## config.mk

```make
export PLATFORM = sky130hd
export DESIGN_NAME = fx_rx_decoder
export DESIGN_NICKNAME = d
export VERILOG_FILES = /design/src/rtl/fx_rx_decoder.sv
export SDC_FILE = /design/constraint.sdc
export NUM_CORES = 1
export LEC_CHECK = 0
export ABC_AREA = 1
export CORE_MARGIN = 3
export CORE_UTILIZATION = 40
export DETAILED_ROUTE_END_ITERATION = 6
export GPL_TIMING_DRIVEN = 0
export HOLD_SLACK_MARGIN = 0.05
export SYNTH_ARGS = -nofsm -noshare
export SYNTH_HDL_FRONTEND = slang
export SYNTH_SLANG_ARGS = --single-unit
```

## constraint.sdc

```tcl
create_clock -name clk -period 1.7 [get_ports clk]
set_clock_uncertainty 0.05 [all_clocks]
set_input_delay 0.34 -clock clk [delete_from_list [all_inputs] [get_ports clk]]
set_output_delay 0.34 -clock clk [all_outputs]
set_load 0.01 [all_outputs]
```

## src/rtl/fx_rx_decoder.sv

```systemverilog
// 100BASE-FX receive PCS: NRZI decode, J/K alignment and 4B/5B decode to MII-style nibbles.
// Optional FCS checking is built in when FX_RX_FCS_CHECK_EN is defined; otherwise fcs_ok is tied low.
module fx_rx_decoder #(
   parameter int MAX_NIBBLES = 3100,
   parameter int IDLE_BITS   = 10
) (
   input  logic       clk,
   input  logic       rst,
   input  logic       bit_in,
   input  logic       bit_vld,
   output logic       rx_dv,
   output logic [3:0] rxd,
   output logic       nib_vld,
   output logic       rx_er,
   output logic       frame_end,
   output logic       link_idle,
   output logic       fcs_ok
);
   localparam int NW = $clog2(MAX_NIBBLES + 1);
   localparam int IW = $clog2(IDLE_BITS + 1);
   localparam logic [4:0] C_J = 5'b11000, C_K = 5'b10001, C_T = 5'b01101,
                          C_R = 5'b00111, C_I = 5'b11111;
   localparam logic [9:0] SSD = {C_J, C_K};

   typedef enum logic {HUNT, FRAME} state_t;

   // Returns {valid, nibble}; valid=0 for control and invalid codes.
   function automatic logic [4:0] dec5(input logic [4:0] g);
      case (g)
         5'b11110: dec5 = {1'b1, 4'h0};
         5'b01001: dec5 = {1'b1, 4'h1};
         5'b10100: dec5 = {1'b1, 4'h2};
         5'b10101: dec5 = {1'b1, 4'h3};
         5'b01010: dec5 = {1'b1, 4'h4};
         5'b01011: dec5 = {1'b1, 4'h5};
         5'b01110: dec5 = {1'b1, 4'h6};
         5'b01111: dec5 = {1'b1, 4'h7};
         5'b10010: dec5 = {1'b1, 4'h8};
         5'b10011: dec5 = {1'b1, 4'h9};
         5'b10110: dec5 = {1'b1, 4'hA};
         5'b10111: dec5 = {1'b1, 4'hB};
         5'b11010: dec5 = {1'b1, 4'hC};
         5'b11011: dec5 = {1'b1, 4'hD};
         5'b11100: dec5 = {1'b1, 4'hE};
         5'b11101: dec5 = {1'b1, 4'hF};
         default:  dec5 = 5'b0_0000;
      endcase
   endfunction

`ifdef FX_RX_FCS_CHECK_EN
   // Residue as an MSB-first value; the reflected register holds its bit reverse.
   localparam logic [31:0] RESIDUE = 32'hC704DD7B;

   function automatic logic [31:0] crc_nib(input logic [31:0] c, input logic [3:0] n);
      logic [31:0] r;
      r = c;
      for (int i = 0; i < 4; i++) begin
         if (r[0] ^ n[i]) r = (r >> 1) ^ 32'hEDB88320;
         else             r = r >> 1;
      end
      return r;
   endfunction

   function automatic logic [31:0] bitrev32(input logic [31:0] c);
      for (int i = 0; i < 32; i++) bitrev32[i] = c[31-i];
   endfunction

   logic [31:0] crc_q, crc_d;
   logic        sfd_q, sfd_d, last5_q, last5_d, fcs_ok_q, fcs_ok_d;
`endif

   state_t          state_q, state_d;
   logic            prev_q, prev_d;
   // Bit 9 of the 10-bit window is never read, so only 9 bits are stored.
   logic [8:0]      sr_q, sr_d;
   logic [2:0]      cnt_q, cnt_d;
   logic [NW-1:0]   nib_cnt_q, nib_cnt_d;
   logic [IW-1:0]   idle_cnt_q, idle_cnt_d;
   logic            t_seen_q, t_seen_d;
   logic            rx_dv_q, rx_dv_d, nib_vld_q, nib_vld_d, rx_er_q, rx_er_d;
   logic            frame_end_q, frame_end_d, link_idle_q, link_idle_d;
   logic [3:0]      rxd_q, rxd_d;
   logic            dbit, end_frm;
   logic [4:0]      grp, gdec;

   always_comb begin
      state_d     = state_q;
      prev_d      = prev_q;
      sr_d        = sr_q;
      cnt_d       = cnt_q;
      nib_cnt_d   = nib_cnt_q;
      idle_cnt_d  = idle_cnt_q;
      t_seen_d    = t_seen_q;
      rx_dv_d     = rx_dv_q;
      rxd_d       = rxd_q;
      link_idle_d = link_idle_q;
      nib_vld_d   = 1'b0;
      rx_er_d     = 1'b0;
      frame_end_d = 1'b0;
      end_frm     = 1'b0;
`ifdef FX_RX_FCS_CHECK_EN
      crc_d    = crc_q;
      sfd_d    = sfd_q;
      last5_d  = last5_q;
      fcs_ok_d = 1'b0;
`endif
      dbit = bit_in ^ prev_q;
      grp  = {sr_q[3:0], dbit};
      gdec = dec5(grp);
      if (bit_vld) begin
         prev_d = bit_in;
         sr_d   = {sr_q[7:0], dbit};
         if (!dbit)                              idle_cnt_d = '0;
         else if (idle_cnt_q != IW'(IDLE_BITS))  idle_cnt_d = idle_cnt_q + 1'b1;
         if (state_q == HUNT) begin
            if ({sr_q, dbit} == SSD) begin
               state_d   = FRAME;
               cnt_d     = '0;
               nib_cnt_d = '0;
               t_seen_d  = 1'b0;
`ifdef FX_RX_FCS_CHECK_EN
               crc_d   = '1;
               sfd_d   = 1'b0;
               last5_d = 1'b0;
`endif
            end
         end else begin
            cnt_d = (cnt_q == 3'd4) ? 3'd0 : cnt_q + 3'd1;
            if (cnt_q == 3'd4) begin
               if (t_seen_q) begin
                  end_frm = 1'b1;
                  rx_er_d = (grp != C_R);
`ifdef FX_RX_FCS_CHECK_EN
                  fcs_ok_d = (grp == C_R) && sfd_q && (bitrev32(crc_q) == RESIDUE);
`endif
               end else if (grp == C_T) begin
                  t_seen_d = 1'b1;
               end else if (grp == C_I || nib_cnt_q == NW'(MAX_NIBBLES)) begin
                  end_frm = 1'b1;
                  rx_er_d = 1'b1;
               end else begin
                  nib_vld_d = 1'b1;
                  rx_dv_d   = 1'b1;
                  nib_cnt_d = nib_cnt_q + 1'b1;
                  if (gdec[4]) begin
                     rxd_d = gdec[3:0];
`ifdef FX_RX_FCS_CHECK_EN
                     if (sfd_q)                             crc_d = crc_nib(crc_q, gdec[3:0]);
                     else if (last5_q && gdec[3:0] == 4'hD) sfd_d = 1'b1;
                     last5_d = (gdec[3:0] == 4'h5);
`endif
                  end else begin
                     rxd_d   = 4'hE;
                     rx_er_d = 1'b1;
`ifdef FX_RX_FCS_CHECK_EN
                     last5_d = 1'b0;
`endif
                  end
               end
            end
         end
         if (end_frm) begin
            state_d     = HUNT;
            rx_dv_d     = 1'b0;
            frame_end_d = 1'b1;
            t_seen_d    = 1'b0;
         end
         link_idle_d = (state_d == HUNT) && (idle_cnt_d == IW'(IDLE_BITS));
      end
   end

   always_ff @(posedge clk or posedge rst) begin
      if (rst) begin
         state_q     <= HUNT;
         prev_q      <= 1'b0;
         sr_q        <= '0;
         cnt_q       <= '0;
         nib_cnt_q   <= '0;
         idle_cnt_q  <= '0;
         t_seen_q    <= 1'b0;
         rx_dv_q     <= 1'b0;
         rxd_q       <= '0;
         nib_vld_q   <= 1'b0;
         rx_er_q     <= 1'b0;
         frame_end_q <= 1'b0;
         link_idle_q <= 1'b0;
`ifdef FX_RX_FCS_CHECK_EN
         crc_q    <= '1;
         sfd_q    <= 1'b0;
         last5_q  <= 1'b0;
         fcs_ok_q <= 1'b0;
`endif
      end else begin
         state_q     <= state_d;
         prev_q      <= prev_d;
         sr_q        <= sr_d;
         cnt_q       <= cnt_d;
         nib_cnt_q   <= nib_cnt_d;
         idle_cnt_q  <= idle_cnt_d;
         t_seen_q    <= t_seen_d;
         rx_dv_q     <= rx_dv_d;
         rxd_q       <= rxd_d;
         nib_vld_q   <= nib_vld_d;
         rx_er_q     <= rx_er_d;
         frame_end_q <= frame_end_d;
         link_idle_q <= link_idle_d;
`ifdef FX_RX_FCS_CHECK_EN
         crc_q    <= crc_d;
         sfd_q    <= sfd_d;
         last5_q  <= last5_d;
         fcs_ok_q <= fcs_ok_d;
`endif
      end
   end

   assign rx_dv     = rx_dv_q;
   assign rxd       = rxd_q;
   assign nib_vld   = nib_vld_q;
   assign rx_er     = rx_er_q;
   assign frame_end = frame_end_q;
   assign link_idle = link_idle_q;
`ifdef FX_RX_FCS_CHECK_EN
   assign fcs_ok = fcs_ok_q;
`else
   assign fcs_ok = 1'b0;
`endif

endmodule
```

==> flow_summary_export.csv <==
group,metric,value,unit
synth,synth_cell_types,32,
global_routing,grt_pass1_vias,1934,
die,num_io_pins,14,
synth,synth.most_common_cell,"nand2_1",
worst_hold_path,hold_path_class,"in -> reg",
timing,finalCriticalPeriod,1.70,ns
global_routing,grtUsageTotal,0.151,
global_routing,grt_overflow_total,0,
power,vdd_ir_drop_max,0.453,mV
placed_design,post-dp-hpwl,3430,µm
setup_path,start_kind,"flip-flop",
power,p_per_area,1010,mW/mm²
placed_design,io_buffers,11,
power,p_total,2.88,mW
synth,synth_seq_area_share,0.416,
timing,max_freq,0.588,GHz
synth,synth_area_leader_cell,"dfrtp_1",
placed_design,place.gp.congestion,0.834,
synth,synth_top_area_frac,0.416,
synth,ys_warn_count,0,
routing,drt_drc_violations_left,0,
timing,setup_ws,-0.000604,ns
clock_network,htree_levels,2,
routing,wl_per_cell,12.3,µm
synth,ys_top_cells_by_area,"dfrtp_1 (42%), nand2_1 (14%), nand3_1 (5.4%)",
timing,holdWs,0.279,ns
run_status,failed_checks,"negative setup slack",
clock_network,cts_max_path_buffers,2,
routing,routed_wl,5050,µm
final_layout,final.fill_count,563,
clock_network,clock-sinks,40,
routing,vias,2003,
synth,ys_ff_latch,40,
clock_network,clkLatencyLatePin,0.30,ns
final_layout,syn2layout_area_growth,18.4,%
final_layout,final_nets,351,
setup_path,required,1.84,ns
clock_network,cts_tree,"done",
synth,async_flop_share,1.00,
clock_network,ctsHoldBuffers,0,
timing,post-route-period-util,1.00,
die,rows,27,
timing,setup_viol,1,
routing,ant_nets,0,
power,leakage,1.36,nW
die,die_area,0.00698,mm²
timing,slew_violations,0,
final_layout,drive_above_1_share,0.183,
die,die_width,83.5,µm
setup_path,worstSetupPathType,"reg -> reg",
synth,synth.cell_area,0.00240,mm²
run_status,status,"complete, but fails checks",
clock_network,cts-root-buf,"clkbuf_8",
die,die_y,83.5,µm
clock_network,numCtsBuffers,5,
synth,synth-edff-count,0,
synth,syn_inst,313,
routing,drt-pass1-iter-count,4,
final_layout,stdcell_count,411,
timing,slew_headroom,0.442,
die,fp.coreArea,0.00568,mm²
timing,tightest_slew,0.836,ns
run,maxCapViolCount,0,
final_layout,antennaDiodeCount,0,
routing,vias_per_cell,4.87,
setup_path,cp_max_fo,10,
timing,hold_violations,0,
synth,synth_common_cells,"nand2_1 (92), dfrtp_1 (40), inv_1 (29), nor2_1 (28), nand3_1 (26)",
synth,synth_ff_type,"dfrtp_1",
timing,rsz0062_at_grt,"true",
setup_path,arrival,1.84,ns
die,start_util,0.424,
synth,syn_area_per_cell,7.68,µm²
global_routing,grt_pass1_wl,8750,µm
synth,synthesis.nets,326,
global_routing,grt_max_degree,41,
setup_path,end_kind,"flip-flop",
routing,drt_iter0_drc,94,
global_routing,antenna_found_initial,0,
clock_network,cts.reportedPaths.clkPinSlew,0.09,ns
placed_design,dp.cells,396,
==> registers in the layout, summed over array words and instances (netlist names) <==
register    count
nib_vld         1
nib_cnt_q      12
sr_q            9
rx_dv           1
rxd             4
rx_er           1
state_q         1
prev_q          1
frame_end       1
idle_cnt_q      4
link_idle       1
t_seen_q        1
cnt_q           3
==> worst max-delay path, stage by stage, from the launching register on <==
cell and delay [ns]:
dfrtp_1 0.41, buf_6 0.15, nor2_4 0.07, nand3_2 0.08
nor2_2 0.14, nand2_2 0.08, nand2_4 0.07, nand2_4 0.08
nor2_8 0.14, nand2_4 0.07, buf_8 0.15, nand2_1 0.06
nand2_1 0.05
==> final cells by class <==
type / instances / area (µm²) / area share
Timing Repair Buffer: 18 / 161 / 0.0567
Sequential cell: 40 / 1000 / 0.352
Clock inverter: 2 / 35.0 / 0.0123
Buffer: 10 / 86.3 / 0.0303
Inverter: 33 / 124 / 0.0435
Clock buffer: 6 / 72.6 / 0.0255
Multi-Input combinational cell: 230 / 1270 / 0.448
Tap cell: 72 / 90.1 / 0.0316
==> power breakdown <==
group | switching [mW] | internal, mW | total [mW] | leakage (nW)
logic | 0.518 | 0.370 | 0.887 | 0.770
registers | 0.108 | 1.09 | 1.20 | 0.535
clock network | 0.357 | 0.436 | 0.793 | 0.0552
total | 0.983 | 1.90 | 2.88 | 1.36
==> cells in the final DEF (no fill, tap or decap), types with 7 or more instances in the layout <==
cell type	synthesis	routed
dfrtp_1	40	39
inv_2	3	7
xor2_1	10	10
inv_1	29	25
o21ai_0	24	24
nand2_2	8	11
nand3_1	26	22
ha_1	9	9
buf_4	2	9
nor2_1	28	23
clkdlybuf4s50_1	0	10
nand2_1	92	89
==> logic make-up after synthesis <==
kind of cell	Yosys count	share of synthesized area
adder cells (fa/ha/maj)	9	0.0468
XOR/XNOR	12	0.0437
buffers and inverters	43	0.0858
AND/OR/NAND/NOR	172	0.325
other	1	0.00156
flip-flops	40	0.416
AO/OA/AOI/OAI	36	0.0806
==> per-stage QoR <==
step / setup TNS (ns) / util / instance area, µm² / worst slack [ns]
floorplan: 0 / - / 2400 / 0.109
global placement: -29.28 / 0.459 / 2610 / -0.551
detailed placement: -7.67 / 0.459 / 2610 / -0.410
CTS: 0 / 0.484 / 2750 / 0.00277
global route: -1.41 / 0.502 / 2850 / -0.127
finish: -0.000604 / 0.502 / 2850 / -0.000604
==> per-layer routing <==
metal  up-vias  global-route usage  part of all wire
met4         0              0.0351             0.011
met1       935               0.210              0.51
li1       1037                   -                 -
met5         -                   0                 0
met2        25               0.238              0.44
met3         6              0.0355             0.037
==> path summary, 6_finish.rpt <==
path,from,to,slack (ns),cells after the start
hold reg to reg,link_idle,link_idle,0.45,2
min in group asynchronous,rst,idle_cnt_q[0],0.48,2
hold / removal,bit_vld,sr_q[0],0.28,2
setup / recovery,sr_q[1],nib_cnt_q[1],-0.0006,12
max in group asynchronous,rst,sr_q[0],0.55,2
setup reg to reg,sr_q[1],nib_cnt_q[1],-0.0006,12
==> what timing repair did <==
| action | 4_1_cts | 5_1_grt |
|---|---|---|
| gates resized for setup | 7 | 18 |
| setup endpoints to repair | 17 | 23 |
| pin swaps | 2 | 6 |
| buffers inserted | 1 | 6 |
(Power assumes the default switching activity.)
==> RTL change 1 (same settings) <==
Reset style: synchronous (`rst`), changed in one clocked block.
--- a/src/rtl/fx_rx_decoder.sv
+++ b/src/rtl/fx_rx_decoder.sv
@@ -169,7 +169,7 @@
       end
    end
 
-   always_ff @(posedge clk or posedge rst) begin
+   always_ff @(posedge clk) begin
       if (rst) begin
          state_q     <= HUNT;
          prev_q      <= 1'b0;
Check against the original RTL: same outputs for any inputs over 10 cycles, from zero or initial values and one cycle with rst high; that may be too few to reach the edited logic, so the function may still have changed.
==> RTL change 1 against the original RTL <==
Synthesized cell count grew 7.3%. Sequential share of layout area is 6.2 points lower. Synthesized area fell by 4.1%. Design area decreased by 1.6%. Routed wire length rose by 9.0%. Worst setup slack better by 0.031 ns. Sequential cell count unchanged. Highest routed layer unchanged.
Power is not compared: it rests on default switching activity, and its combinational part moved more than twofold at a synthesized area within 25%.
==> RTL change 1: results <==
set metrics [dict create \
    status "finished, final reports clean" \
    post_cts_buffers 4 \
    synthAdderAreaFrac 0.0488 \
    min_delay_worst_endpoint "rxd[0]" \
    finalNonFillerCells 436 \
    drive_gt1_frac 0.212 \
    grt_use_met1 0.252 \
    hold_path.startpoint "rxd[0]" \
    place_area_um2 2520 \
    grt_max_degree 13 \
    diodes 0 \
    critPathLaunch "nib_cnt_q[0]" \
    multiInputGateArea_um2 1400 \
    hold_class "flop to flop" \
    post-place-ws_ns -0.591 \
    grt_pass1_vias 1848 \
    cts_resized 12 \
    cpPeakStageDelay_ns 0.37 \
    cpMaxStageDelayCell "dfxtp_4" \
    synth_xor_area_frac 0.0342 \
    cts_root_buffer "clkbuf_8" \
    final_nets 376 \
    dpl.cell_count 420 \
    hpwl_um 3750 \
    drtIter0Drc 154 \
    ys_seq_area_frac 0.347 \
    via_per_inst 4.94 \
    maxSlewHeadroom 0.660 \
    yosys.cell_types.count 35 \
    syn_avg_cell_area_um2 6.87 \
    crit_fanout 5 \
    synthesis.nets 349 \
    synth_compound_area_frac 0.136 \
    io_buffers 12 \
    synthArstFlopShare 0 \
    met2_usage 0.242 \
    min_period_over_period 0.982 \
    use_met3 0.0351 \
    synth_area_leaders "dfxtp_1 35%, nand2_1 12%, nor2_1 8.1%" \
    gp_congestion 0.864 \
    rrSetupSlack_ns 0.03 \
    worst_hold_slack_ns 0.418 \
    endpoint "nib_cnt_q[3]" \
    num-fill-cells 579 \
    r2r_cells 13 \
    grt_pass1_wl_um 8800 \
    wirelength_um 5510 \
]
-- RTL change 1: cell types whose count changed in the layout (fill, tap and decap cells not counted), sizes merged, moves of 3 or more --
| cell | unedited run | this run |
|---|---|---|
| dfrtp | 40 | 0 |
| dfxtp | 0 | 40 |
| a21oi | 5 | 28 |
| nand2 | 104 | 83 |
| nor2 | 33 | 54 |
| nand3 | 27 | 32 |
| clkbuf | 9 | 13 |
| o21ai | 25 | 21 |
| inv | 32 | 29 |
| xor2 | 10 | 7 |
-- RTL change 1: final cells by class --
type                    count  area share
plain buffers              14      0.0389
inverters                  29      0.0406
multi-input cells         253       0.500
flip-flops and latches     40       0.290
well taps                  72      0.0322
clock inverters             2     0.00357
clock buffers               6      0.0295
repair buffers             20      0.0652
-- RTL change 1: layer usage --
layer,vias up,part of all wire
li1,1135,-
met1,976,0.52
met2,37,0.42
met3,7,0.048
met4,0,0.015
met5,-,0
==> RTL change 2 (same flow settings) <==
Without the edit above. The parameter `IDLE_BITS` goes from 10 to 14.
--- a/src/rtl/fx_rx_decoder.sv
+++ b/src/rtl/fx_rx_decoder.sv
@@ -2,7 +2,7 @@
 // Optional FCS checking is built in when FX_RX_FCS_CHECK_EN is defined; otherwise fcs_ok is tied low.
 module fx_rx_decoder #(
    parameter int MAX_NIBBLES = 3100,
-   parameter int IDLE_BITS   = 10
+   parameter int IDLE_BITS   = 14
 ) (
    input  logic       clk,
    input  logic       rst,
Check against the original RTL: same outputs for any inputs over 10 cycles, from zero or initial values and one cycle with rst high; that may be too few to reach the edited logic, so the function may still have changed.
==> RTL change 2 against the original RTL <==
Total power grew 11%. Worst setup slack better by 0.11 ns. Hold slack gained 0.050 ns. Design area up 3.9%. Routed wire length is 1.5% higher. Critical path depth decreased by 3. Non-clock buffer count up 8. Cell count grew 3.6%. Sequential cell count is the same. Clock power grew 36%. Sequential share of layout area is 1.2 points lower. Synthesized area shrank 0.83%.
==> RTL change 2: results <==
set metrics [dict create \
    status "finished, final reports clean" \
    grt_use_met1 0.207 \
    endpoint "link_idle" \
    swShare 0.308 \
    num-fill-cells 528 \
    dpl.cell_count 403 \
    critPathLaunch "bit_vld" \
    place_area_um2 2620 \
    drtPass1Iterations 4 \
    drtIter0Drc 127 \
    synthCells 318 \
    synth_area_leaders "dfrtp_1 42%, nand2_1 16%, nand3_1 6.3%" \
    gp_congestion 0.850 \
    synthesis.nets 331 \
    yosysWarnings 0 \
    routedWlPerCell_um 12.0 \
    grt_pass1_wl_um 9140 \
    drive_gt1_frac 0.195 \
    yosys.cell_types.count 31 \
    cp_top_family "buffers and inverters" \
    use_met3 0.0347 \
    cp.arrival_ns 1.77 \
    yosys-top-cells-count "101 x nand2_1, 40 x dfrtp_1, 31 x inv_1" \
    p_leak_uw 0.00145 \
    finalNonFillerCells 426 \
    clock_latency_ns 0.30 \
    ys_seq_area_frac 0.420 \
    r2r_end "nib_cnt_q[9]" \
    grt_pass1_vias 2053 \
    met2_usage 0.257 \
    hold_class "primary input to asynchronous set/reset pin" \
    via_per_inst 4.82 \
    crit_fanout 7 \
    cpPeakStageDelay_ns 0.65 \
    final_nets 366 \
    post-place-ws_ns -0.415 \
    synthArstFlopShare 1.00 \
    io_buffers 12 \
    vdd_ir_drop_max_mv 0.465 \
    grt_usage 0.158 \
]
==> RTL change 2: worst register-to-register path: stages (launching register included) <==
cell	delay, ns
dfrtp_2	0.46
nor2_2	0.13
nand3_2	0.07
nor2_2	0.14
nand2_2	0.06
nand2_2	0.08
nand2_4	0.08
nor2_8	0.15
buf_6	0.16
nand3_1	0.09
nand2_1	0.07
==> RTL change 2: per-layer routing <==
metal  vias up  wire [um]
li1       1067          -
met1       957       2540
met2        25       2380
met3         6        143
met4         0         63
met5         -          0
==> RTL change 2: cell type report <==
type                       count  area (um2)  share of cell area
buffer                         7        46.3              0.0157
clock buffer                   5        68.8              0.0233
clock inverter                 3        90.1              0.0305
inverter                      35         131              0.0444
multi-input combinational    235        1260               0.427
sequential                    40        1000               0.340
tap                           72        90.1              0.0305
timing repair buffer          29         263              0.0888
==> RTL change 2: cell families after synthesis <==
family / synth area share
AO/OA/AOI/OAI: 0.0819
other: 0.00157
adder cells (fa/ha/maj): 0.0472
buffers and inverters: 0.0776
XOR/XNOR: 0.0404
flip-flops: 0.420
AND/OR/NAND/NOR: 0.332
==> RTL change 2: stage by stage <==
step / hold slack (ns) / total power [uW]
3_3_place_gp: 0.417 / 1980
3_5_place_dp: 0.420 / 1990
4_1_cts: 0.335 / 3110
2_1_floorplan: 0.392 / 1730
6_report: 0.330 / 3190
5_1_grt: 0.377 / 3390
==> RTL change 2: how the worst min path moves through the flow <==
stage / startpoint / slack [ns] / end / cells after the start
after global routing: rst / 0.38 / cnt_q[1] / 3
final: rst / 0.33 / nib_cnt_q[10] / 3
after detailed placement: sr_q[8] / 0.42 / sr_q[8] / 2
after floorplan: sr_q[8] / 0.39 / sr_q[8] / 2
after global placement: link_idle / 0.42 / link_idle / 2
after CTS: rst / 0.34 / nib_cnt_q[11] / 3
==> RTL change 2: repair_timing <==
action	in CTS	in global routing
setup buffers	1	15
pin swaps	1	10
resized for setup	4	24
endpoints found under the setup margin	20	22
==> RTL change 2: power groups by stage <==
stage | Combinational [uW] | Clock (uW) | Sequential (uW)
3_5_place_dp | 760 | 0 | 1230
6_report | 899 | 1080 | 1210
2_1_floorplan | 502 | 0 | 1230
4_1_cts | 793 | 1110 | 1210
3_3_place_gp | 750 | 0 | 1230
5_1_grt | 1020 | 1140 | 1230
